## config.mk

```make
export PLATFORM = sky130hd
export DESIGN_NAME = mux_scan_ctrl
export DESIGN_NICKNAME = d
export VERILOG_FILES = /design/src/rtl/mux_scan_pkg.sv /design/src/rtl/mux_scan_dwell_cnt.sv /design/src/rtl/mux_scan_ctrl.sv
export SDC_FILE = /design/constraint.sdc
export NUM_CORES = 1
export LEC_CHECK = 0
export BUFFER_PORTS_ARGS = -buffer_cell sky130_fd_sc_hd__buf_2
export CELL_PAD_IN_SITES_DETAIL_PLACEMENT = 1
export CELL_PAD_IN_SITES_GLOBAL_PLACEMENT = 2
export CORE_ASPECT_RATIO = 1.25
export CORE_MARGIN = 3
export CORE_UTILIZATION = 35
export DETAILED_ROUTE_END_ITERATION = 16
export PLACE_DENSITY_LB_ADDON = 0.1
export SKIP_CTS_REPAIR_TIMING = 1
export SLEW_MARGIN = 20
export SYNTH_ARGS = -nofsm -noshare
export SYNTH_HDL_FRONTEND = slang
export SYNTH_HIERARCHICAL = 1
export SYNTH_SLANG_ARGS = --single-unit
```

## constraint.sdc

```tcl
create_clock -name clk_in -period 3 [get_ports clk_in]
set_input_delay 0.15 -clock clk_in [delete_from_list [all_inputs] [get_ports clk_in]]
set_output_delay 0.15 -clock clk_in [all_outputs]
set_load 0.05 [all_outputs]
```

## src/rtl/mux_scan_pkg.sv

```systemverilog
// Shared types and constants for the 4-channel mux scanner.
package mux_scan_pkg;
  typedef enum logic {IDLE = 1'b0, SCAN = 1'b1} state_t;

  localparam int              NUM_CH  = 4;
  localparam int              SEL_W   = 2;
  localparam logic [SEL_W-1:0] LAST_CH = 2'd3;
endpackage

```

## src/rtl/mux_scan_dwell_cnt.sv

```systemverilog
// Dwell counter: flags the last cycle of each channel's hold time.
module mux_scan_dwell_cnt #(
  parameter int DWELL = 4,
  parameter int CNT_W = 8
) (
  input  logic clk_in,
  input  logic rst_n_in,
  input  logic clear_in,
  input  logic enable_in,
  output logic tick_out
);
  localparam logic [CNT_W-1:0] LAST_CNT = CNT_W'(DWELL - 1);

  logic [CNT_W-1:0] r_cnt;
  logic             w_tick;

  assign w_tick   = (r_cnt == LAST_CNT);
  assign tick_out = w_tick;

  // Count dwell cycles, wrapping to zero on the sample edge
  always_ff @(posedge clk_in or negedge rst_n_in) begin
    if (!rst_n_in) begin
      r_cnt <= '0;
    end else if (clear_in) begin
      r_cnt <= '0;
    end else if (enable_in) begin
      if (w_tick) begin
        r_cnt <= '0;
      end else begin
        r_cnt <= r_cnt + {{(CNT_W-1){1'b0}}, 1'b1};
      end
    end else begin
      r_cnt <= r_cnt;
    end
  end
endmodule

```

## src/rtl/mux_scan_ctrl.sv

```systemverilog
// Channel scanner: steps the mux select, samples each channel after a dwell
// period and publishes the assembled 4-bit word with valid/change strobes.
module mux_scan_ctrl
  import mux_scan_pkg::*;
#(
  parameter int DWELL = 4,
  parameter int CNT_W = 8
) (
  input  logic             clk_in,
  input  logic             rst_n_in,
  input  logic             start_in,
  input  logic             stop_in,
  input  logic             mode_in,
  input  logic             y_in,
  output logic [SEL_W-1:0] sel_out,
  output logic [NUM_CH-1:0] sample_out,
  output logic             valid_out,
  output logic             change_out,
  output logic             busy_out
);
  state_t              r_state;
  logic [SEL_W-1:0]    r_sel;
  logic [NUM_CH-2:0]   r_shadow;
  logic [NUM_CH-1:0]   r_sample;
  logic                r_valid;
  logic                r_change;
  logic                r_busy;
  logic                w_tick;
  logic                w_cnt_clear;
  logic                w_cnt_en;
  logic [NUM_CH-1:0]   w_new_sample;

  // Counter runs only while scanning; an abort restarts it from zero
  assign w_cnt_clear  = (r_state != SCAN) || stop_in;
  assign w_cnt_en     = (r_state == SCAN);
  assign w_new_sample = {y_in, r_shadow};

  mux_scan_dwell_cnt #(
    .DWELL (DWELL),
    .CNT_W (CNT_W)
  ) u_dwell_cnt (
    .clk_in    (clk_in),
    .rst_n_in  (rst_n_in),
    .clear_in  (w_cnt_clear),
    .enable_in (w_cnt_en),
    .tick_out  (w_tick)
  );

  // Scan FSM with channel, shadow and result registers
  always_ff @(posedge clk_in or negedge rst_n_in) begin
    if (!rst_n_in) begin
      r_state  <= IDLE;
      r_sel    <= '0;
      r_shadow <= '0;
      r_sample <= '0;
      r_valid  <= 1'b0;
      r_change <= 1'b0;
      r_busy   <= 1'b0;
    end else begin
      r_valid  <= 1'b0;
      r_change <= 1'b0;
      case (r_state)
        IDLE: begin
          if (start_in && !stop_in) begin
            r_state  <= SCAN;
            r_sel    <= '0;
            r_shadow <= '0;
            r_busy   <= 1'b1;
          end else begin
            r_state  <= IDLE;
            r_busy   <= 1'b0;
          end
        end
        SCAN: begin
          // Abort takes priority over a coincident end-of-scan sample
          if (stop_in) begin
            r_state  <= IDLE;
            r_sel    <= '0;
            r_shadow <= '0;
            r_busy   <= 1'b0;
          end else if (w_tick) begin
            if (r_sel == LAST_CH) begin
              r_sample <= w_new_sample;
              r_valid  <= 1'b1;
              r_change <= (w_new_sample != r_sample);
              r_shadow <= '0;
              r_sel    <= '0;
              if (mode_in) begin
                r_state <= SCAN;
                r_busy  <= 1'b1;
              end else begin
                r_state <= IDLE;
                r_busy  <= 1'b0;
              end
            end else begin
              r_shadow[r_sel] <= y_in;
              r_sel           <= r_sel + 2'd1;
            end
          end else begin
            r_sel <= r_sel;
          end
        end
        default: begin
          r_state  <= IDLE;
          r_sel    <= '0;
          r_shadow <= '0;
          r_busy   <= 1'b0;
        end
      endcase
    end
  end

  assign sel_out    = r_sel;
  assign sample_out = r_sample;
  assign valid_out  = r_valid;
  assign change_out = r_change;
  assign busy_out   = r_busy;
endmodule

```

### Yosys cells after proc, flatten, opt, wreduce, memory -nomap -nowiden

Index checks and enable logic that the tools add are counted.

| storage, ports and cells | value |
|---|---|
| register bits after elaboration | 21 |
| logic and storage cells | 62 |

| cells by class | value |
|---|---|
| add/sub/neg operators | 2 |
| $lt $le $gt $ge | 2 |
| equal/unequal tests | 6 |
| mux-type cells | 34 |
| bitwise operators | 2 |
| reduce and logical (&&, ||, !) cells | 8 |

Operator list:

| kind | count |
|---|---|
| two-way mux 8 bit | 3 |
| two-way mux 1 bit | 17 |
| two-way mux 3 bit | 4 |
| adder 8 x 1 -> 8 bit (second input constant) | 1 |
| equality test 8 x 2 -> 1 bit (second input constant) | 1 |
| two-way mux 2 bit | 4 |
| != test 3 x 2 -> 1 bit (second input constant) | 2 |
| one-hot mux 3 bit (2 select lines) | 1 |
| != test 4 bit | 1 |
| one-hot mux 1 bit (2 select lines) | 2 |
| one-hot mux 2 bit (2 select lines) | 1 |
| AND reduction 2 bit | 2 |
| AND reduction 4 bit | 1 |
| bitwise mux 3 bit | 1 |
| less-than comparator 2 x 3 -> 1 bit (second input constant) | 1 |
| adder 2 x 1 -> 2 bit (second input constant) | 1 |
| demux 1 bit (select 2 bit) | 1 |
| equality test 2 bit (second input constant) | 1 |
| >= comparator 2 x 1 -> 1 bit (second input constant) | 1 |
| logical AND 1 bit | 2 |
| != test 2 x 1 -> 1 bit (second input constant) | 1 |
| inverter 1 bit | 2 |
| nonzero test 2 bit | 1 |
| logical NOT 1 bit | 1 |
| logical OR 1 bit | 1 |

### Depth between registers and ports, before layout

| depth | value |
|---|---|
| word-level depth | 9 |
| depth in mapped cells | 6 |

### Hierarchy

The synthesis kept the hierarchy.

By module, submodules not included:

| module | instances | cells each | area an instance (um2) |
|---|---|---|---|
| mux_scan_ctrl | 1 | 59 | 715.7 |
| mux_scan_dwell_cnt | 1 | 46 | 440.4 |

### Worst setup path before layout

No wires, ideal clock.

| timing | value |
|---|---|
| kind | register -> register |
| start | register u_dwell_cnt.r_cnt[2] |
| end | register r_sample[0], in the netlist sample_out[0] |
| library setup time | 0.125 ns |
| arrival time | 1.734 ns |
| data required time | 2.875 ns |
| path slack | 1.141 ns |
| stages on the path, launching flop included | 6 |
| period minus slack after synthesis | 1.859 ns |
| cell sequence | dfrtp_1 -> nor4_1 -> and3_1 -> and3b_4 -> nand2_4 -> mux2_4 |

| on the way | value |
|---|---|
| word-level cells in the longest chain between the ends | 2 |

RTL lines:

| what | RTL line | source |
|---|---|---|
| from (decl) | mux_scan_dwell_cnt.sv:14 | `logic [CNT_W-1:0] r_cnt;` |
| from (signal assigned) | mux_scan_dwell_cnt.sv:30 | `r_cnt <= r_cnt + {{(CNT_W-1){1'b0}}, 1'b1};` |
| from (signal assigned) | mux_scan_dwell_cnt.sv:33 | `r_cnt <= r_cnt;` |
| equality test 8 x 2 -> 1 bit | mux_scan_dwell_cnt.sv:17 | `assign w_tick = (r_cnt == LAST_CNT);` |
| via w_tick | mux_scan_ctrl.sv:28 | `logic w_tick;` |
| AND reduction 4 bit (no line) | -- |  |
| to (signal assigned) | mux_scan_ctrl.sv:83 | `r_sample <= w_new_sample;` |
| to (decl) | mux_scan_ctrl.sv:24 | `logic [NUM_CH-1:0] r_sample;` |

The timed path passes the listed nets, and every way through them passes these cells.
A chain may end at the register's enable or synchronous reset.

### Final worst setup path

| timing | value |
|---|---|
| start | register u_dwell_cnt.r_cnt[2] |
| end | register r_shadow[0] |

| on the way | value |
|---|---|
| word-level cells in the longest chain between the ends | 3 |

RTL lines:

| what | RTL line | source |
|---|---|---|
| equality test 8 x 2 -> 1 bit | mux_scan_dwell_cnt.sv:17 |  |
| via w_tick | mux_scan_ctrl.sv:28 |  |
| != test 3 x 2 -> 1 bit (no line) | -- |  |
| AND reduction 2 bit (no line) | -- |  |
| to (signal, indexed assignment) | mux_scan_ctrl.sv:96 | `r_shadow[r_sel] <= y_in;` |
| to (decl) | mux_scan_ctrl.sv:23 | `logic [NUM_CH-2:0] r_shadow;` |

The timed path passes the listed nets, and every way through them passes these cells.

==> flow_metrics.py <==
metrics = {
    "placement": {
        "io_buffers": 14,
        "placed_cells_incl_taps": 153,
        "place_area_um2": 1256,
        "gp_congestion": 0.7025,
        "place_ws_ns": 0.8525,
        "dpl.hpwl_um": 1853,
    },
    "finish": {
        "antenna_cells": 0,
        "layout_common_cells": "21 x dfrtp_1, 14 x buf_2, 7 x inv_1",
        "nFillCells": 352,
        "final_common_cell": "dfrtp_1",
        "area_growth_pct": 11.80,
        "regArea_um2": 525.5,
        "fin_cells": 158,
        "drive_above_1_share_pct": 22.13,
        "multi_input_area_um2": 581.8,
        "fin_area_um2": 1292,
        "finalNetCount": 134,
    },
    "route": {
        "ant_nets": 0,
        "drt-pass1-iter-count": 2,
        "wl_per_cell_um": 15.54,
        "routed_via_density": 5.462,
        "drt_first_iter_violations": 22,
        "vias": 863,
        "routed_wl_um": 2456,
        "drc": 0,
    },
    "pwr": {
        "leakage_nw": 0.6246,
        "peakVddDrop_uv": 283.6,
        "cellPowerDensity_nw_per_um2": 361.6,
    },
    "timing": {
        "max_slew_margin_pct": 62.37,
        "fin_hold_ws_ns": 0.1241,
        "max_freq_mhz": 457.4,
        "skew_ns": 0.005551,
        "rsz0062_at_grt": "no",
        "worst_slack_ns": 0.8136,
        "fin_crit_ns": 2.186,
        "fin_crit_sh_pct": 72.88,
        "tns_ns": 0,
        "final-max-slew-violation-count": 0,
        "worst_pin_slew_ns": 0.5645,
        "final_hold_viol_count": 0,
        "setup_violations": 0,
    },
    "global_route": {
        "grt_max_degree": 22,
        "grt_pass1_wl_um": 4243,
        "grt_remaining_overflow": 0,
        "grt_pass1_vias": 889,
        "track_usage_pct": 13.13,
        "grt_antenna_before_repair": 0,
    },
    "run": {
        "max_cap_viol_count": 0,
    },
    "worst_setup_path": {
        "worstPathRequired_ns": 3.19,
        "cp-end-kind": "register",
        "rr_worst_depth": 5,
        "crit_start": "u_dwell_cnt/r_cnt[2]$_DFFE_PN0P_",
        "cp_max_fo": 7,
        "reg2reg_slack_ns": 0.81,
        "cp_data_arrival_time_ns": 2.38,
        "critPathKind": "reg -> reg",
        "crit_path_start_kind": "register",
        "setup.worst_path.end": "r_shadow[0]$_DFFE_PN0P_",
        "r2r-start": "u_dwell_cnt/r_cnt[2]$_DFFE_PN0P_",
        "reg2reg_to": "r_shadow[0]$_DFFE_PN0P_",
    },
    "yosys": {
        "avgSynthCellArea_um2": 11.01,
        "mappedNetlistNets": 116,
        "yosysUniqueCellTypes": 37,
        "synthCells": 105,
        "mappedNetlistArea_um2": 1156,
        "ys_seq_area_share_pct": 45.45,
        "yosysWarnings": 6,
        "synth_seq_cells": 21,
    },
    "clock_tree": {
        "cts_root_buffer": "clkbuf_4",
        "cts_buffer_depth": 2,
        "h-tree-depth": 1,
        "insertion_delay_ns": 0.30,
        "clkTransAtPathRegs_ns": 0.13,
        "cts_buffers": 3,
        "tritoncts": "built",
        "cts.sinks": 21,
    },
    "hold_path": {
        "hold_path_class": "in -> reg",
    },
    "die": {
        "core_um2": 3055,
        "io_pins": 15,
        "die_w_um": 57.41,
        "start_util_pct": 37.84,
        "die_area_um2": 4033,
        "core.rowCount": 22,
        "fp.dieH_um": 70.26,
    },
    "run_status": {
        "outcome": "completed",
    },
}
[cells in the mapped netlist, drive strengths merged]
master / number / area (um^2)
a211o: 1 / 8.760
a21oi: 5 / 25.02
a221o: 3 / 30.03
a41o: 1 / 10.01
a41oi: 2 / 17.52
and3: 4 / 25.02
and3b: 1 / 12.51
buf: 2 / 18.77
clkbuf: 1 / 3.750
dfrtp: 21 / 525.5
ha: 5 / 62.56
inv: 7 / 26.28
mux2: 4 / 60.06
mux2i: 3 / 30.03
nand2: 7 / 33.78
nand2b: 3 / 26.27
nand3: 1 / 5.000
nand3b: 2 / 15.01
nand4: 1 / 6.260
nor2: 6 / 22.52
nor2b: 4 / 25.02
nor4: 1 / 6.260
o2111ai: 2 / 23.77
o21a: 1 / 7.510
o21ai: 2 / 10.01
o21bai: 1 / 7.510
o22ai: 2 / 12.51
o31ai: 2 / 15.01
o32ai: 1 / 8.760
or3: 1 / 7.510
or4: 2 / 15.01
xnor2: 4 / 35.03
xor2: 2 / 17.52
[through the flow]
stage          util (%)  power, mW
3_5_place_dp      41.11     0.3306
4_1_cts           41.97     0.4740
6_report          42.30     0.4673
2_1_floorplan         -     0.3160
5_1_grt           42.30     0.4889
3_3_place_gp      41.11     0.3298
[final cells by class]
class | instances | share of cell area (%)
tap | 36 | 3.485
clock buffer | 4 | 2.033
inverter | 7 | 2.033
multi-input combinational | 74 | 45.01
timing repair buffer | 16 | 6.776
sequential | 21 | 40.66
[worst min-delay path by stage]
stage              from                        end  slack [ns]  cells after the start
5_1_grt            y_in  sample_out[3]$_DFFE_PN0P_        0.12                      2
4_1_cts        rst_n_in        valid_out$_DFF_PN0_       -0.20                      1
2_1_floorplan  rst_n_in       busy_out$_DFFE_PN0P_       -0.15                      0
3_3_place_gp   rst_n_in  sample_out[2]$_DFFE_PN0P_        0.14                      1
6_report        mode_in          r_state$_DFF_PN0_        0.12                      3
3_5_place_dp   rst_n_in       change_out$_DFF_PN0_        0.14                      1
[where the power goes]
| group | internal (mW) | switching (mW) | leakage, nW |
|---|---|---|---|
| Clock | 0.0518 | 0.0904 | 0.0150 |
| Combinational | 0.0121 | 0.0214 | 0.319 |
| Sequential | 0.285 | 0.00623 | 0.291 |
| Total | 0.349 | 0.118 | 0.625 |
[layer usage]
| layer | track usage, % | share of wire (%) | vias up |
|---|---|---|---|
| met5 | 0 | 0 | - |
| met4 | 3.866 | 0.69 | 0 |
| met1 | 18.25 | 48 | 432 |
| met2 | 20.60 | 49 | 12 |
| li1 | - | - | 417 |
| met3 | 2.218 | 2.4 | 2 |
[cells by family (layout without fill, tap and decap cells)]
logic type               after synthesis  in the layout  synth area share, %
AND/OR/NAND/NOR                       33             33                17.31
AO/OA/AOI/OAI                         23             23                15.26
flip-flops                            21             21                45.45
buffers and inverters                 10             27                4.221
multiplexers                           7              7                7.793
XOR/XNOR                               6              6                4.545
adder cells (fa/ha/maj)                5              5                5.411
[worst max-delay path, cell delays in order, from the launching register on]
cell     delay [ns]
dfrtp_1        0.46
nor4_1         0.48
and3_1         0.41
o21ai_0        0.14
o21a_1         0.20
a221o_1        0.38
[registers in the layout (all words and copies together), names as in the netlist]
register and count:
u_dwell_cnt/r_cnt 8, sample_out 4, r_shadow 3, sel_out 2, busy_out 1, change_out 1, r_state 1, valid_out 1
Power figures use the tool's default switching activity.
